`src/rtl/maxpool_column_2x2.sv`:
```
// 2x2 / stride-2 max-pool over a stream of columns. A column pair is reduced
// row-pair-wise in per-lane slices; a small FSM tracks which column of a pair is next.

module maxpool_lane #(
  parameter int DATA_WIDTH = 16
) (
  input  logic                  clk,
  input  logic                  rst,
  input  logic [DATA_WIDTH-1:0] top,
  input  logic [DATA_WIDTH-1:0] bot,
  input  logic                  ld_hold,
  input  logic                  ld_out,
  output logic [DATA_WIDTH-1:0] q
);
  logic [DATA_WIDTH-1:0] top_c, bot_c, v, hold;

  // a set MSB means the upstream ReLU guarantee was broken; treat as zero
  assign top_c = top[DATA_WIDTH-1] ? '0 : top;
  assign bot_c = bot[DATA_WIDTH-1] ? '0 : bot;
  assign v     = (top_c >= bot_c) ? top_c : bot_c;

  always_ff @(posedge clk) begin
    if (rst) begin
      hold <= '0;
      q    <= '0;
    end else begin
      if (ld_hold) hold <= v;
      if (ld_out)  q    <= (hold >= v) ? hold : v;
    end
  end
endmodule

module maxpool_column_2x2 #(
  parameter int COLUMN_SIZE = 24,
  parameter int DATA_WIDTH  = 16
) (
  input  logic                  clk,
  input  logic                  rst,
  input  logic                  col_valid_i,
  output logic                  col_ready_o,
  input  logic [DATA_WIDTH-1:0] col_data_i [COLUMN_SIZE],
  input  logic                  col_last_i,
  output logic                  out_valid_o,
  input  logic                  out_ready_i,
  output logic [DATA_WIDTH-1:0] out_data_o [COLUMN_SIZE/2],
  output logic                  out_last_o
);
  localparam int NUM_LANES = COLUMN_SIZE / 2;

  if (COLUMN_SIZE % 2 != 0) begin : g_bad_size
    $error("maxpool_column_2x2: COLUMN_SIZE must be even");
  end

  typedef enum logic {EVEN, ODD} state_t;
  state_t state_q, state_d;

  logic col_acc, out_take, ld_hold, ld_out;

  assign col_acc  = col_valid_i && col_ready_o;
  assign out_take = out_valid_o && out_ready_i;

  always_comb begin
    state_d     = state_q;
    col_ready_o = 1'b1;
    ld_hold     = 1'b0;
    ld_out      = 1'b0;
    case (state_q)
      EVEN: begin
        // only writes hold, so back-pressure on the output does not stall it
        if (col_valid_i) begin
          ld_hold = 1'b1;
          if (!col_last_i) state_d = ODD;
        end
      end
      ODD: begin
        col_ready_o = !out_valid_o || out_ready_i;
        if (col_acc) begin
          ld_out  = 1'b1;
          state_d = EVEN;
        end
      end
      default: state_d = EVEN;
    endcase
  end

  always_ff @(posedge clk) begin
    if (rst) begin
      state_q     <= EVEN;
      out_valid_o <= 1'b0;
      out_last_o  <= 1'b0;
    end else begin
      state_q <= state_d;
      if (ld_out) begin
        out_valid_o <= 1'b1;
        out_last_o  <= col_last_i;
      end else if (out_take) begin
        out_valid_o <= 1'b0;
      end
    end
  end

  for (genvar k = 0; k < NUM_LANES; k++) begin : g_lane
    maxpool_lane #(.DATA_WIDTH(DATA_WIDTH)) u_lane (
      .clk     (clk),
      .rst     (rst),
      .top     (col_data_i[2*k]),
      .bot     (col_data_i[2*k+1]),
      .ld_hold (ld_hold),
      .ld_out  (ld_out),
      .q       (out_data_o[k])
    );
  end
endmodule

```
`config.mk`:
```
export PLATFORM = sky130hd
export DESIGN_NAME = maxpool_column_2x2
export DESIGN_NICKNAME = d
export VERILOG_FILES = /design/src/rtl/maxpool_column_2x2.sv
export SDC_FILE = /design/constraint.sdc
export NUM_CORES = 1
export LEC_CHECK = 0
export CAP_MARGIN = 20
export CELL_PAD_IN_SITES_DETAIL_PLACEMENT = 0
export CELL_PAD_IN_SITES_GLOBAL_PLACEMENT = 2
export CORE_MARGIN = 10
export CORE_UTILIZATION = 30
export CTS_CLUSTER_SIZE = 30
export DETAILED_ROUTE_END_ITERATION = 16
export GPL_ROUTABILITY_DRIVEN = 0
export GPL_TIMING_DRIVEN = 0
export PLACE_DENSITY_LB_ADDON = 0.1
export SETUP_SLACK_MARGIN = 0.4
export SYNTH_ARGS = -nofsm -noshare
export SYNTH_HDL_FRONTEND = slang
export SYNTH_SLANG_ARGS = --single-unit
```
`constraint.sdc`:
```
create_clock -name clk -period 5.5 [get_ports clk]
set_input_delay 1.1 -clock clk [delete_from_list [all_inputs] [get_ports clk]]
set_output_delay 1.1 -clock clk [all_outputs]
set_load 0.03 [all_outputs]
```
Yosys cells after proc, flatten, opt, wreduce, memory -nomap -nowiden --
Index checks and enable logic that the tools add are counted.
Storage, ports and cells: bits in read-only memories 0, logic and storage cells 116, flip-flop bits (word level) 387, bits in writable memories 0, memories kept 0, bits in latches 0
Cells by class: magnitude comparators 24, add/sub/neg operators 0, eq/ne operators 0, multiply operators 0, shift operators 0, bitwise gates (word level) 1, reduce and logical (&&, ||, !) cells 5, divide/modulo/power cells 0, muxes and demuxes 59
Operators with widths (count):
- greater-or-equal comparator 16 bit | 24
- two-way mux 16 bit | 24
- two-way mux 15 bit | 24
- two-way mux 1 bit | 10
- logical AND 1 bit | 2
- case mux 1 bit (2 select lines) | 1
- nonzero test 2 bit | 1
- zero test 1 bit | 1
- logical OR 1 bit | 1
- NOT 1 bit | 1

Longest topological paths before layout --
depth after elaboration 7, depth in mapped cells 21, depth with buffers taken out 16

Modules after synthesis --
From an unflattened synthesis, not the netlist that was laid out.
Unflattened totals: cells, all modules 3075, area, all modules 27911.8 um^2
Modules (own cells, without submodules):
- maxpool_lane at g_lane[0].u_lane ... | cells each 254, area each 2235.9 um^2, instances 6
- maxpool_lane at g_lane[6].u_lane ... | cells each 256, area each 2563.7 um^2, instances 3
- maxpool_lane at g_lane[5].u_lane ... | cells each 254, area each 2208.4 um^2, instances 2
- maxpool_lane at g_lane[2].u_lane | cells each 259, area each 2234.6 um^2, instances 1
- maxpool_column_2x2 | cells each 16, area each 153.9 um^2, instances 1

Least setup slack after synthesis --
No wires, ideal clock.
path kind in2reg, start input port col_data_i[207] (netlist name), end register g_lane[5].u_lane.q[11], cell stages on the path 20, path slack 0.542 ns, setup time 0.083 ns, arrival time 4.875 ns, cell sequence clkbuf_1 -> nor2b_1 -> inv_1 -> ha_1 -> nand4_1 -> or2_1 -> o41ai_1 -> or3_1 -> buf_4 -> buf_12 -> mux2i_4 -> ha_1 -> a21o_1 -> a21o_1 -> a211oi_1 -> o221ai_1 -> or2_2 -> clkbuf_1 -> buf_2 -> o221ai_1
On the way: cells in the longest elaborated chain, start to end 5
RTL lines:
- start, declared | RTL line 41 | input logic [DATA_WIDTH-1:0] col_data_i [COLUMN_SIZE],
- two-way mux 15 bit (*) | RTL line 19 | assign bot_c = bot[DATA_WIDTH-1] ? '0 : bot;
- greater-or-equal comparator 16 bit | RTL line 20 | assign v = (top_c >= bot_c) ? top_c : bot_c;
- two-way mux 16 bit (*) | RTL line 20
- greater-or-equal comparator 16 bit | RTL line 28 | if (ld_out) q <= (hold >= v) ? hold : v;
- two-way mux 16 bit (*) | RTL line 28
- end signal, assigned | RTL line 28
- end, declared | RTL line 13 | output logic [DATA_WIDTH-1:0] q
Mark *: on every way between the ends. The rest lies on a longest branch, timed or not. A chain may end at the register's enable or synchronous reset.

Final worst setup path --
start input port col_data_i[271] (netlist name), end register g_lane[3].u_lane.q[10]
On the way: cells in the longest elaborated chain, start to end 5
RTL lines (RTL line):
- two-way mux 15 bit (*) | 19
- greater-or-equal comparator 16 bit | 20
- two-way mux 16 bit (*) | 20
- greater-or-equal comparator 16 bit | 28
- two-way mux 16 bit (*) | 28
- end signal, assigned | 28
- end, declared | 13
Marks and branches as above.

==> results.sh <==
export IMPL_routed_wl_um=103000
export IMPL_cts_buffers_inserted=47
export IMPL_first_global_vias=26100
export IMPL_fin_ws_ns=0.478
export IMPL_status="finished clean"
export IMPL_cp_max_fo=10
export IMPL_clkSinkCount=363
export IMPL_clk_latency_ns=0.59
export IMPL_via_per_inst=4.93
export IMPL_synthCells=3035
export IMPL_num_io_pins=584
export IMPL_switching_share=0.322
export IMPL_via_count=24300
export IMPL_synth_edf_count=0
export IMPL_r2r_start="out_valid_o"
export IMPL_hold_viol=0
export IMPL_synth_flop_cell="dfxtp_1"
export IMPL_grt_usage=0.192
export IMPL_p_leak_nw=15.6
export IMPL_worstSetupStartpointType="primary input"
export IMPL_core_area_um2=89900
export IMPL_power_frac_seq=0.318
export IMPL_crit_path_end_kind="flop"
export IMPL_htree_num_levels=2
export IMPL_async_flop_share=0
export IMPL_crit_type="primary input to flop"
export IMPL_overflow=0
export IMPL_finalCriticalPeriod_ns=5.02
export IMPL_hold_path_depth=2
export IMPL_worstPathArrival_ns=5.47
export IMPL_cts_root_buf="clkbuf_16"
export IMPL_slew_viol_final=0
export IMPL_final_common_cell="clkdlybuf4s50_1"
export IMPL_post_route_period_util=0.913
export IMPL_min_to="out_last_o"
export IMPL_drt_first_pass_iters=5
export IMPL_timing_rr_end="g_lane[2].u_lane.q[14]"
export IMPL_clock_skew_ns=0.0325
export IMPL_final_cell_mix="546 x clkdlybuf4s50_1, 363 x dfxtp_1, 356 x ha_1, 313 x inv_1, 213 x nor2_1"
export IMPL_rsz0062_at_grt="true"
export IMPL_cts_hold_fix_buffers=0
export IMPL_grt_antenna_before_repair=4
export IMPL_p_per_area_nw_per_um2=241
export IMPL_dieArea_um2=103000
export IMPL_place_hpwl_um=84400
export IMPL_setup_tns_ns=0
export IMPL_max_vdd_ir_drop_mv=0.201
export IMPL_initial_utilization=0.302
export IMPL_max_freq_ghz=0.199
export IMPL_rrSetupSlack_ns=2.08
export IMPL_tritoncts="done"
export IMPL_clk_pin_slew_ns=0.06
export IMPL_r2r_cells=8
export IMPL_die_x_um=321
export IMPL_clkPwrFrac=0.351
export IMPL_crit_required_ns=5.95
export IMPL_relSlewSlack=0.215
export IMPL_wl_per_cell_um=21.0
export IMPL_io_buffers=571
export IMPL_synth_seq_cells=363
export IMPL_cts_buffer_depth=3
export IMPL_worst_pin_slew_ns=1.18
export IMPL_max_cap_violations=0
export IMPL_rows=110
export IMPL_power_internal_mw=6.23
export IMPL_layout_nets=4460
export IMPL_route_detailed_drc=0
export IMPL_grt_max_degree=12
export IMPL_hold_path_class="flop to flop"
export IMPL_final_area_um2=38000
export IMPL_ys_seq_area_frac=0.268
export IMPL_syn2layout_area_growth_pct=40.2
export IMPL_drtIter0Drc=886
export IMPL_antenna_left=0
export IMPL_syn_area_um2=27100
export IMPL_setup_violations=0
export IMPL_worstHoldStart="out_last_o"
export IMPL_ys_types=42
export IMPL_power_frac_comb=0.331
export IMPL_synth_area_per_cell_um2=8.94
export IMPL_grt_pass1_wl_um=155000
export IMPL_switchingPower_mw=2.95
export IMPL_yosysWarnings=0
export IMPL_place_area_um2=34400
export IMPL_die_h_um=321
export IMPL_dp_slack_ns=-1.22
export IMPL_drive_above_1_share=0.171
what timing repair did:
action,4_1_cts,5_1_grt
gates resized for setup,275,157
hold endpoints to repair,0,0
setup endpoints to repair,180,164
setup buffers,12,22
cloned,3,4
pin swaps,7,27
cells in the mapped netlist, types with 60 or more instances:
master | number | area [um^2]
dfxtp_1 | 363 | 7270
nand2b_1 | 211 | 1320
inv_1 | 313 | 1170
a221o_1 | 90 | 901
mux2i_1 | 84 | 841
a21oi_1 | 86 | 430
and2_1 | 90 | 563
a211oi_1 | 110 | 826
clkbuf_1 | 138 | 518
o221ai_1 | 96 | 841
ha_1 | 360 | 4500
a211oi_2 | 94 | 1180
inv_2 | 60 | 225
nor2_1 | 213 | 800
nor2b_1 | 176 | 1100
nand2_1 | 105 | 394
mux2i_2 | 60 | 826
worst max path at each step:
stage	from	endpoint	slack, ns	depth (start not counted)
4_1_cts	col_data_i[335]	g_lane[1].u_lane.q[5]	0.40	20
2_1_floorplan	col_data_i[207]	g_lane[5].u_lane.q[11]	0.54	20
3_5_place_dp	col_data_i[31]	g_lane[11].u_lane.q[10]	-1.22	20
6_report	col_data_i[271]	g_lane[3].u_lane.q[10]	0.48	18
5_1_grt	col_data_i[271]	g_lane[3].u_lane.q[12]	0.31	18
3_3_place_gp	col_data_i[31]	g_lane[11].u_lane.q[4]	-1.16	20
stage by stage:
step	hold slack [ns]	utilization	instances	power [mW]
after global placement	0.449	0.382	4793	5.62
after detailed placement	0.448	0.383	4797	5.67
final	0.453	0.423	4925	9.18
after CTS	0.460	0.414	4898	9.16
after global routing	0.485	0.423	4925	9.68
after floorplan	0.456	-	3046	4.71
final cells by class:
type	count	area, um^2
Timing Repair Buffer	616	6180
Tap cell	1176	1470
Fill cell	8894	51800
Sequential cell	363	7270
Antenna cell	1	2.50
Multi-Input combinational cell	2133	18700
Clock inverter	13	149
Clock buffer	73	1480
Buffer	177	1340
Inverter	373	1400
per-layer routing:
metal,global-route usage,routed length [um],part of all wire
met5,0,34,0.00033
met4,0.0387,2040,0.020
met3,0.0494,6500,0.063
met2,0.344,51200,0.50
met1,0.229,43600,0.42
power groups by stage:
stage	logic [mW]	clock network (mW)	registers [mW]
final	3.04	3.22	2.92
after global routing	3.34	3.41	2.93
after CTS	2.92	3.32	2.92
after detailed placement	2.70	0	2.97
after global placement	2.66	0	2.97
after floorplan	1.69	0	3.02
critical path, cell delays in order:
cell and delay [ns]:
dlygate4sd2_1 0.30, clkbuf_4 0.20, nand2b_1 0.20, ha_1 0.32, nand4_1 0.08, or2_1 0.26, o41ai_2 0.34, or3_1 0.16
buf_6 0.18, mux2i_2 0.39, inv_1 0.12, ha_1 0.28, o21ai_0 0.37, a2111oi_4 0.15, a221oi_2 0.29, a21oi_2 0.17
buf_4 0.23, a221o_1 0.34
flip-flops by register name, summed over array words and instances, names as in the netlist:
name / cells
out_valid_o: 1
out_last_o: 1
state_q: 1
g_lane.u_lane.q: 180
g_lane.u_lane.hold: 180
logic make-up (layout without fill, tap and decap cells):
group                    Yosys count  after routing  synth area share
AO/OA/AOI/OAI                    645            645             0.204
adder cells (fa/ha/maj)          360            360             0.166
buffers and inverters            550           1252            0.0871
flip-flops                       363            363             0.268
multiplexers                     180            180            0.0888
other                              1             13          0.000138
AND/OR/NAND/NOR                  936            936             0.186
Power figures use the tool's default switching activity.
